<file path="src/rtl/instruction_sequencer.sv">
// Program sequencer: issues buffered {op,sel,data} opcodes to the Excutor one at a time with a Done handshake.
// Define SEQ_TIMEOUT_EN to build the WAIT watchdog that raises Error and halts when Done never arrives.
module instruction_sequencer #(
  parameter int AW      = 4,
  parameter int IW      = 20,
  parameter int TIMEOUT = 255
) (
  input  logic          Clock,
  input  logic          Reset,
  input  logic          LoadEn,
  input  logic [AW-1:0] LoadAddr,
  input  logic [IW-1:0] LoadData,
  input  logic          Start,
  input  logic          ExDone,
  output logic [IW-1:0] OpCode,
  output logic          Busy,
  output logic          Halted,
  output logic          Error,
  output logic [AW-1:0] PC,
  output logic [7:0]    IssueCount
);
  localparam int DEPTH = 2**AW;
  localparam logic [AW-1:0] PC_ONE  = AW'(1);
  localparam logic [AW-1:0] PC_LAST = AW'(DEPTH - 1);

  typedef enum logic [2:0] {S_IDLE, S_FETCH, S_WAIT, S_GAP, S_HALT} state_t;

  state_t        r_state, w_state_next;
  logic [IW-1:0] r_buf [DEPTH];
  logic [IW-1:0] r_rd_data;
  logic [IW-1:0] r_opcode;
  logic          r_rd_valid;
  logic          r_error;
  logic [AW-1:0] r_pc;
  logic [7:0]    r_issue_cnt;
  logic          w_busy, w_halted;
  logic          w_start_ok, w_wr_en, w_op_zero, w_pc_last, w_timeout;

  assign w_start_ok = Start && (r_state == S_IDLE || r_state == S_HALT);
  assign w_wr_en    = LoadEn && !w_busy;
  assign w_op_zero  = (r_rd_data[IW-1 -: 4] == 4'd0);
  assign w_pc_last  = (r_pc == PC_LAST);

`ifdef SEQ_TIMEOUT_EN
  logic [7:0] r_wdog;

  // Holds 0 outside WAIT, so it reads k-1 during the k-th WAIT cycle.
  always_ff @(posedge Clock) begin
    if (Reset || r_state != S_WAIT) r_wdog <= '0;
    else                            r_wdog <= r_wdog + 8'd1;
  end

  assign w_timeout = (r_state == S_WAIT) && !ExDone && (r_wdog == 8'(TIMEOUT - 1));
`else
  logic w_unused_timeout;
  assign w_unused_timeout = (TIMEOUT != 0);
  assign w_timeout        = 1'b0;
`endif

  always_ff @(posedge Clock) begin
    if (Reset) r_state <= S_IDLE;
    else       r_state <= w_state_next;
  end

  // FETCH spends its first cycle on the registered buffer read and decides on the second.
  always_comb begin
    w_state_next = r_state;
    case (r_state)
      S_IDLE, S_HALT: if (w_start_ok) w_state_next = S_FETCH;
      S_FETCH:        if (r_rd_valid) w_state_next = w_op_zero ? S_HALT : S_WAIT;
      S_WAIT: begin
        if (ExDone)         w_state_next = S_GAP;
        else if (w_timeout) w_state_next = S_HALT;
      end
      S_GAP:          if (!ExDone) w_state_next = w_pc_last ? S_HALT : S_FETCH;
      default:        w_state_next = S_IDLE;
    endcase
  end

  always_comb begin
    w_busy   = (r_state == S_FETCH) || (r_state == S_WAIT) || (r_state == S_GAP);
    w_halted = (r_state == S_HALT);
  end

  always_ff @(posedge Clock) begin
    if (Reset) begin
      for (int i = 0; i < DEPTH; i++) r_buf[i] <= '0;
    end else if (w_wr_en) begin
      r_buf[LoadAddr] <= LoadData;
    end
  end

  always_ff @(posedge Clock) begin
    if (Reset) begin
      r_rd_data   <= '0;
      r_rd_valid  <= 1'b0;
      r_pc        <= '0;
      r_issue_cnt <= '0;
      r_opcode    <= '0;
      r_error     <= 1'b0;
    end else begin
      r_rd_data  <= r_buf[r_pc];
      r_rd_valid <= (r_state == S_FETCH);

      if (w_start_ok) begin
        r_pc        <= '0;
        r_issue_cnt <= '0;
        r_error     <= 1'b0;
      end else if (r_state == S_GAP && !ExDone && !w_pc_last) begin
        r_pc <= r_pc + PC_ONE;
      end

      if (r_state == S_WAIT && ExDone && r_issue_cnt != 8'hFF)
        r_issue_cnt <= r_issue_cnt + 8'd1;

      if (w_timeout) r_error <= 1'b1;

      if (r_state == S_FETCH && r_rd_valid && !w_op_zero)
        r_opcode <= r_rd_data;
      else if (w_state_next != S_WAIT)
        r_opcode <= '0;
    end
  end

  assign OpCode     = r_opcode;
  assign Busy       = w_busy;
  assign Halted     = w_halted;
  assign Error      = r_error;
  assign PC         = r_pc;
  assign IssueCount = r_issue_cnt;
endmodule

</file>
<file path="config.mk">
export PLATFORM = sky130hd
export DESIGN_NAME = instruction_sequencer
export DESIGN_NICKNAME = d
export VERILOG_FILES = /design/src/rtl/instruction_sequencer.sv
export SDC_FILE = /design/constraint.sdc
export NUM_CORES = 1
export LEC_CHECK = 0
export BUFFER_PORTS_ARGS = -buffer_cell sky130_fd_sc_hd__buf_2
export CAP_MARGIN = 20
export CORE_MARGIN = 3
export CORE_UTILIZATION = 55
export CTS_CLUSTER_SIZE = 30
export DETAILED_ROUTE_END_ITERATION = 8
export PLACE_DENSITY = 0.76
export SYNTH_ARGS = -nofsm -noshare
export SYNTH_HDL_FRONTEND = slang
export SYNTH_SLANG_ARGS = --single-unit
</file>
<file path="constraint.sdc">
create_clock -name Clock -period 5.3 [get_ports Clock]
set_input_delay 0.53 -clock Clock [delete_from_list [all_inputs] [get_ports Clock]]
set_output_delay 0.53 -clock Clock [all_outputs]
set_load 0.005 [all_outputs]
</file>
---- Word level (Yosys, flattened, before mapping) ----
Memories as Yosys holds them, arrays and structs flattened. A register that Yosys moved wholly into a read port is not among the register bits.
Cells that the tools add are included.
word-level totals
  input port bits ......................... 29
  RAM bits ................................ 320
  output and inout port bits .............. 35
  memories kept ........................... 1
  bits in registers ....................... 36
  word-level logic and storage cells ...... 56
operators by class
  reduce and logical (&&, ||, !) cells .... 22
  multiplexer cells ....................... 19
  equal/unequal tests ..................... 7
  add/subtract/negate cells ............... 2
memories
  memory  words  bits a word  rd ports  clocked after Yosys merged registers in  write ports  line  RTL
  r_buf   16     20           1         1                                        16           29    logic [IW-1:0] r_buf [DEPTH];
operators by type and width
  cell                                                 count
  two-way mux 20 bit                                   3
  OR reduction 20 bit                                  1
  two-way mux 3 bit                                    6
  two-way mux 8 bit                                    2
  case mux 3 bit (4 select lines)                      1
  adder 8 x 1 -> 8 bit, second input constant          1
  logical AND 1 bit                                    8
  != test 8 bit, second input constant                 1
  equality test 3 x 2 -> 1 bit, second input constant  2
  two-way mux 1 bit                                    6
  adder 4 x 1 -> 4 bit, second input constant          1
  equality test 4 bit, second input constant           1
  logical NOT 1 bit                                    4
  logical NOT 4 bit                                    1
  two-way mux 4 bit                                    1
  nonzero test 2 bit                                   2
  OR reduction 2 bit                                   2
  equality test 3 x 1 -> 1 bit, second input constant  1
  equality test 3 bit, second input constant           1
  logical NOT 3 bit                                    1
  logical OR 1 bit                                     3
  != test 3 x 2 -> 1 bit, second input constant        1

---- Longest topological paths before layout ----
Gate-level depths: netlist of the first run.
  word-level depth ........................ 10
  mapped depth ............................ 8
  mapped depth without buffers ............ 5

---- Worst setup path after synthesis of the first run ----
No wires, ideal clock.
  path kind ............................... in2reg
  start point ............................. input LoadEn
  end point ............................... memory r_buf[0][0], enable pin
  buffers on the path ..................... 0
  data arrival time ....................... 1.510 ns
  cell stages on the path ................. 4
  setup slack ............................. 3.444 ns
  setup time .............................. 0.346 ns
  data required time ...................... 4.954 ns
  path through ............................ nor2b_1 nand4bb_1 nor3_1 or2_2
RTL lines
  what         line  RTL
  from (decl)  10    input logic LoadEn,
  to (decl)    29

==> results.json, run 1 <==
{
  "rows": 62,
  "critPathMaxFanout": 21,
  "worst_slew_pin_slew_ps": 1070,
  "hpwlAfterDp_um": 27300,
  "reg2reg_depth": 4,
  "die_area_um2": 32300,
  "core_region_area_um2": 29200,
  "tritoncts": "yes",
  "cts-resized-gates": 0,
  "cp-endpoint": "r_buf[2][17]",
  "r2r_end": "r_buf[2][17]",
  "place.gp.congestion": 0.875,
  "worstHoldPathType": "primary input to register",
  "final_max_slew_viol_count": 0,
  "drt-initial-drc-count": 1238,
  "antenna_found_initial": 2,
  "syn_inst": 1199,
  "dp.cells": 1563,
  "status": "complete, no violations",
  "ys_seq_elements": 376,
  "peakVddDrop_mv": 0.272,
  "firstDrtPassIters": 5,
  "antenna_left": 0,
  "synth.top_cell.area_share": 0.579,
  "syn_nets": 1230,
  "wire_per_inst_um": 26.0,
  "holdBufCountCts": 0,
  "max-slew-margin-rel": 0.287,
  "setup_tns_ps": 0,
  "finalClockSkew_ps": 10.5,
  "synthToLayoutAreaGrowth_pct": 11.1,
  "htree_levels": 2,
  "fmax_mhz": 314,
  "r2r_slack_ps": 2110,
  "async_reset_ff_frac": 0,
  "yosys_warnings": 0,
  "min_path_cells": 3,
  "startpoint": "r_state[1]",
  "ys_seq_area_frac": 0.647,
  "grt-ovfl-total": 0,
  "cp_data_arrival_time_ps": 3350,
  "vias_per_cell": 6.04,
  "drcViolationCount": 0,
  "initial_core_util": 0.567,
  "min_period_over_period": 0.601,
  "synth_edf_count": 320,
  "p_per_area_nw_per_um2": 344,
  "finalNonFillerCells": 1639,
  "grt_setup_unrepaired": "false",
  "clock-sinks": 376,
  "grt_max_degree": 62,
  "routed_wl_um": 42700,
  "critPathKind": "register to register",
  "port_buffers": 62,
  "syn_avg_cell_area_um2": 13.8,
  "final_layout_size_suffix_gt1_frac": 0.159,
  "insertedDiodeCount": 0,
  "die_h_um": 180,
  "hold_viol_final": 0,
  "syn-cell-area_um2": 16600,
  "finalSetupViolCount": 0,
  "ios": 64,
  "maxCapViolations": 0,
  "ys_types": 48,
  "synth_flop_cell": "edfxtp_1",
  "grt_pass1_vias": 9647,
  "path_clk_slew_ps": 60,
  "insertion_delay_ps": 520,
  "fin_nets": 1256,
  "numCtsBuffers": 38,
  "end_kind": "register",
  "yosysMostFrequentCell": "and2_1",
  "worstPathRequired_ps": 5460,
  "cp-start-kind": "register",
  "postCtsSetupRepairBufs": 0,
  "rr_startpoint": "r_state[1]",
  "synth_common_cells": "and2_1, edfxtp_1, mux2i_1",
  "cts_root_buf": "clkbuf_16",
  "grt_use_total": 0.261,
  "synthTopCellsByArea": "edfxtp_1, and2_1, dfxtp_1, mux2i_1, mux4_2",
  "period_minus_slack_ps": 3190,
  "fillers": 2079,
  "grt_pass1_wl_um": 62300,
  "leakagePower_nw": 6.66,
  "dieWidth_um": 180,
  "clockBufferDepth": 3,
  "yosys.area.top_type": "edfxtp_1",
  "num_vias": 9894
}
[metal layers]
| metal | global-route usage | up-vias | share of wire |
|---|---|---|---|
| li1 | - | 4406 | - |
| met5 | 0 | - | 0 |
| met2 | 0.443 | 510 | 0.50 |
| met3 | 0.0380 | 103 | 0.082 |
| met4 | 0.104 | 0 | 0.042 |
| met1 | 0.341 | 4875 | 0.37 |
[cell type report]
| class | count | area [um^2] | share of cell area |
|---|---|---|---|
| multi-input cells | 720 | 5420 | 0.294 |
| inverters | 5 | 18.8 | 0.00102 |
| repair buffers | 84 | 490 | 0.0266 |
| flip-flops and latches | 376 | 10700 | 0.583 |
| clock inverters | 15 | 143 | 0.00774 |
| well taps | 384 | 480 | 0.0261 |
| clock buffers | 55 | 1140 | 0.0621 |
[placed cells by master, fill, tap and decap left out, types with 20 or more instances in the layout]
cell       netlist  final
buf_2           17     62
nand3_1         27     27
mux2i_1         96     96
a22oi_1         61     61
nand2_1         30     30
edfxtp_1       320    320
a22o_1          20     20
clkbuf_16        0     42
nor2_1          27     27
dfxtp_1         56     54
mux4_2          32     32
and2_1         323    323
[critical path, cell delays in order, from the launching register on]
cell	delay, ps
dfxtp_1	410
o21bai_1	650
nand4bb_1	340
nor2_1	830
or2_2	580
[metrics by stage]
step / utilization / power [mW] / hold WS [ps] / worst slack, ps / instance area [um^2]
after floorplan: - / 3.53 / 420 / 3440 / 16600
after global placement: 0.584 / 3.66 / 424 / 2070 / 17100
after detailed placement: 0.584 / 3.67 / 430 / 2020 / 17100
after CTS: 0.628 / 6.36 / 409 / 2140 / 18400
after global routing: 0.630 / 6.52 / 446 / 2030 / 18400
final: 0.630 / 6.34 / 426 / 2110 / 18400
[report_power, final]
part           internal [mW]  total [mW]  switching, mW
Clock                   1.65        2.73           1.08
Sequential              3.31        3.36         0.0451
Combinational         0.0656       0.252          0.187
Total                   5.02        6.34           1.31
[cell families (layout without fill, tap and decap cells)]
kind of cell,Yosys count,in the layout,synth area share
compound gates,116,116,0.0515
xor+xnor,2,2,0.00106
fa+ha+maj,2,2,0.00151
buf+inv,103,159,0.0282
flops,376,376,0.647
mux,128,128,0.101
other cells,1,1,0.000226
simple gates,471,471,0.169
[state kept, by name (all words and copies together), names as in the netlist]
name and cells:
r_rd_data 20, r_buf 320, IssueCount 8, OpCode 20
PC 4, r_rd_valid 1, r_state 3
[worst min path at each step]
| stage | startpoint | to | slack [ps] |
|---|---|---|---|
| after global routing | ExDone | r_state[1] | 450 |
| after floorplan | r_rd_data[0] | OpCode[0] | 420 |
| final | ExDone | r_state[1] | 430 |
| after detailed placement | r_rd_data[5] | OpCode[5] | 430 |
| after CTS | ExDone | r_state[1] | 410 |
| after global placement | r_rd_data[1] | OpCode[1] | 420 |
Power figures use the tool's default switching activity.
==> inputs of run 2 (changes only) <==
--- a/config.mk
+++ b/config.mk
@@ -11,7 +11,7 @@
 export CORE_UTILIZATION = 55
 export CTS_CLUSTER_SIZE = 30
 export DETAILED_ROUTE_END_ITERATION = 8
-export PLACE_DENSITY = 0.76
+export PLACE_DENSITY = 0.79
 export SYNTH_ARGS = -nofsm -noshare
 export SYNTH_HDL_FRONTEND = slang
 export SYNTH_SLANG_ARGS = --single-unit
==> constraint.sdc (replaced) <==
create_clock -name Clock -period 2.9 [get_ports Clock]
set_input_delay 0.29 -clock Clock [delete_from_list [all_inputs] [get_ports Clock]]
set_output_delay 0.29 -clock Clock [all_outputs]
set_load 0.005 [all_outputs]
==> run 2 against run 1 <==
Effect of this change:
- final area is 0.19% higher
- critical path type unchanged
- first-iteration DRC count down 6.1%
- sequential power rose by 82%
==> results.json, run 2 (synthesis results as in run 1) <==
{
  "status": "complete, no violations",
  "fillers": 2050,
  "area.sequential_um2": 10700,
  "place.gp.congestion": 0.857,
  "cts_root_buf": "clkbuf_16",
  "antenna_left": 0,
  "grt_max_degree": 39,
  "fin_nets": 1267,
  "worstHoldPathType": "primary input to register",
  "holdBufCountCts": 0,
  "r2r_end": "r_buf[2][5]",
  "worst_slew_pin_slew_ps": 1040,
  "cts-resized-gates": 0,
  "period_minus_slack_ps": 2540,
  "max-slew-margin-rel": 0.302,
  "num_vias": 9980,
  "fmax_mhz": 394,
  "top_register": "r_buf",
  "port_buffers": 62,
  "r2r_slack_ps": 360,
  "peakVddDrop_mv": 0.375,
  "drcViolationCount": 0,
  "final_cell_mix": "and2_1, edfxtp_1, mux2i_1",
  "critPathMaxFanout": 20,
  "antenna_found_initial": 0,
  "dp.cells": 1580,
  "startpoint": "r_state[1]",
  "clockBufferDepth": 3,
  "clock-sinks": 376,
  "wire_per_inst_um": 23.8,
  "grt_setup_unrepaired": "false",
  "htree_levels": 2,
  "crit_chain": "o21bai_1 > nand4bb_1 > nor2_1 > or2_2",
  "cp_data_arrival_time_ps": 2700,
  "cp-start-kind": "register",
  "grt_pass1_wl_um": 60000,
  "p_per_area_nw_per_um2": 615,
  "end_kind": "register",
  "setup_tns_ps": 0,
  "finalClockSkew_ps": 9.60,
  "insertedDiodeCount": 0,
  "drt-initial-drc-count": 1163,
  "die_h_um": 180,
  "maxCapViolations": 0,
  "worstPathRequired_ps": 3060,
  "ios": 64,
  "p_total_mw": 11.4,
  "numCtsBuffers": 38,
  "path_clk_slew_ps": 60,
  "multiInputGateArea_um2": 5420,
  "grt-ovfl-total": 0,
  "initial_core_util": 0.567,
  "design_area_um2": 18500,
  "firstDrtPassIters": 5,
  "hpwlAfterDp_um": 25100,
  "die_area_um2": 32300,
  "min_path_cells": 2,
  "postCtsSetupRepairBufs": 0,
  "hold_viol_final": 0,
  "leakagePower_nw": 6.69,
  "final_common_cell": "and2_1",
  "finalNonFillerCells": 1649,
  "finalSetupViolCount": 0,
  "critPathKind": "register to register",
  "core_region_area_um2": 29200,
  "grt_pass1_vias": 9887,
  "min_period_over_period": 0.875,
  "final_layout_size_suffix_gt1_frac": 0.168,
  "vias_per_cell": 6.05,
  "largest_reg_flops": 320,
  "final_max_slew_viol_count": 0,
  "insertion_delay_ps": 530,
  "cp-endpoint": "r_buf[2][5]",
  "grt_use_total": 0.240,
  "cp_slowest_stage_delay_ps": 610,
  "tritoncts": "yes",
  "rows": 62,
  "rr_startpoint": "r_state[1]",
  "synthToLayoutAreaGrowth_pct": 11.3,
  "critPathSlowestCell": "o21bai_1",
  "routed_wl_um": 39300,
  "dpl_cell_area_um2": 17200,
  "dieWidth_um": 180,
  "reg2reg_depth": 4
}
## run 2: layer usage
| layer | GRT usage | wire length, um |
|---|---|---|
| met1 | 0.347 | 16300 |
| met4 | 0.0789 | 1100 |
| met2 | 0.369 | 18100 |
| met3 | 0.0491 | 3770 |
| met5 | 0 | 0 |
## run 2: report_power, final
group | total, mW | leakage (nW) | switching, mW | internal, mW
clock | 4.80 | 0.608 | 2.00 | 2.79
sequential | 6.12 | 3.75 | 0.0677 | 6.05
combinational | 0.441 | 2.33 | 0.319 | 0.122
total | 11.4 | 6.69 | 2.39 | 8.97
## run 2: final cells by class
type,count,area share
Tap cell,384,0.0260
Timing Repair Buffer,95,0.0318
Multi-Input combinational cell,720,0.293
Clock buffer,55,0.0611
Inverter,5,0.00102
Sequential cell,376,0.582
Clock inverter,14,0.00508
## run 2: how the worst min path moves through the flow
stage                 startpoint            end  slack (ps)
floorplan           r_rd_data[0]      OpCode[0]         420
global placement    r_rd_data[6]      OpCode[6]         420
detailed placement  r_rd_data[0]      OpCode[0]         430
CTS                        Reset  IssueCount[3]         130
global route               Reset  IssueCount[3]         180
finish                     Reset  IssueCount[3]         160
## run 2: critical path: cells and delay by family, from the launching register on
kind / cells / cell delay, ps
simple gates: 3 / 1130
compound gates: 1 / 610
flops: 1 / 420
## run 2: metrics by stage
step,setup WS [ps],hold WS (ps),util
floorplan,1190,420,-
global placement,607,423,0.589
detailed placement,474,432,0.590
CTS,472,128,0.631
global route,285,180,0.631
finish,363,156,0.631
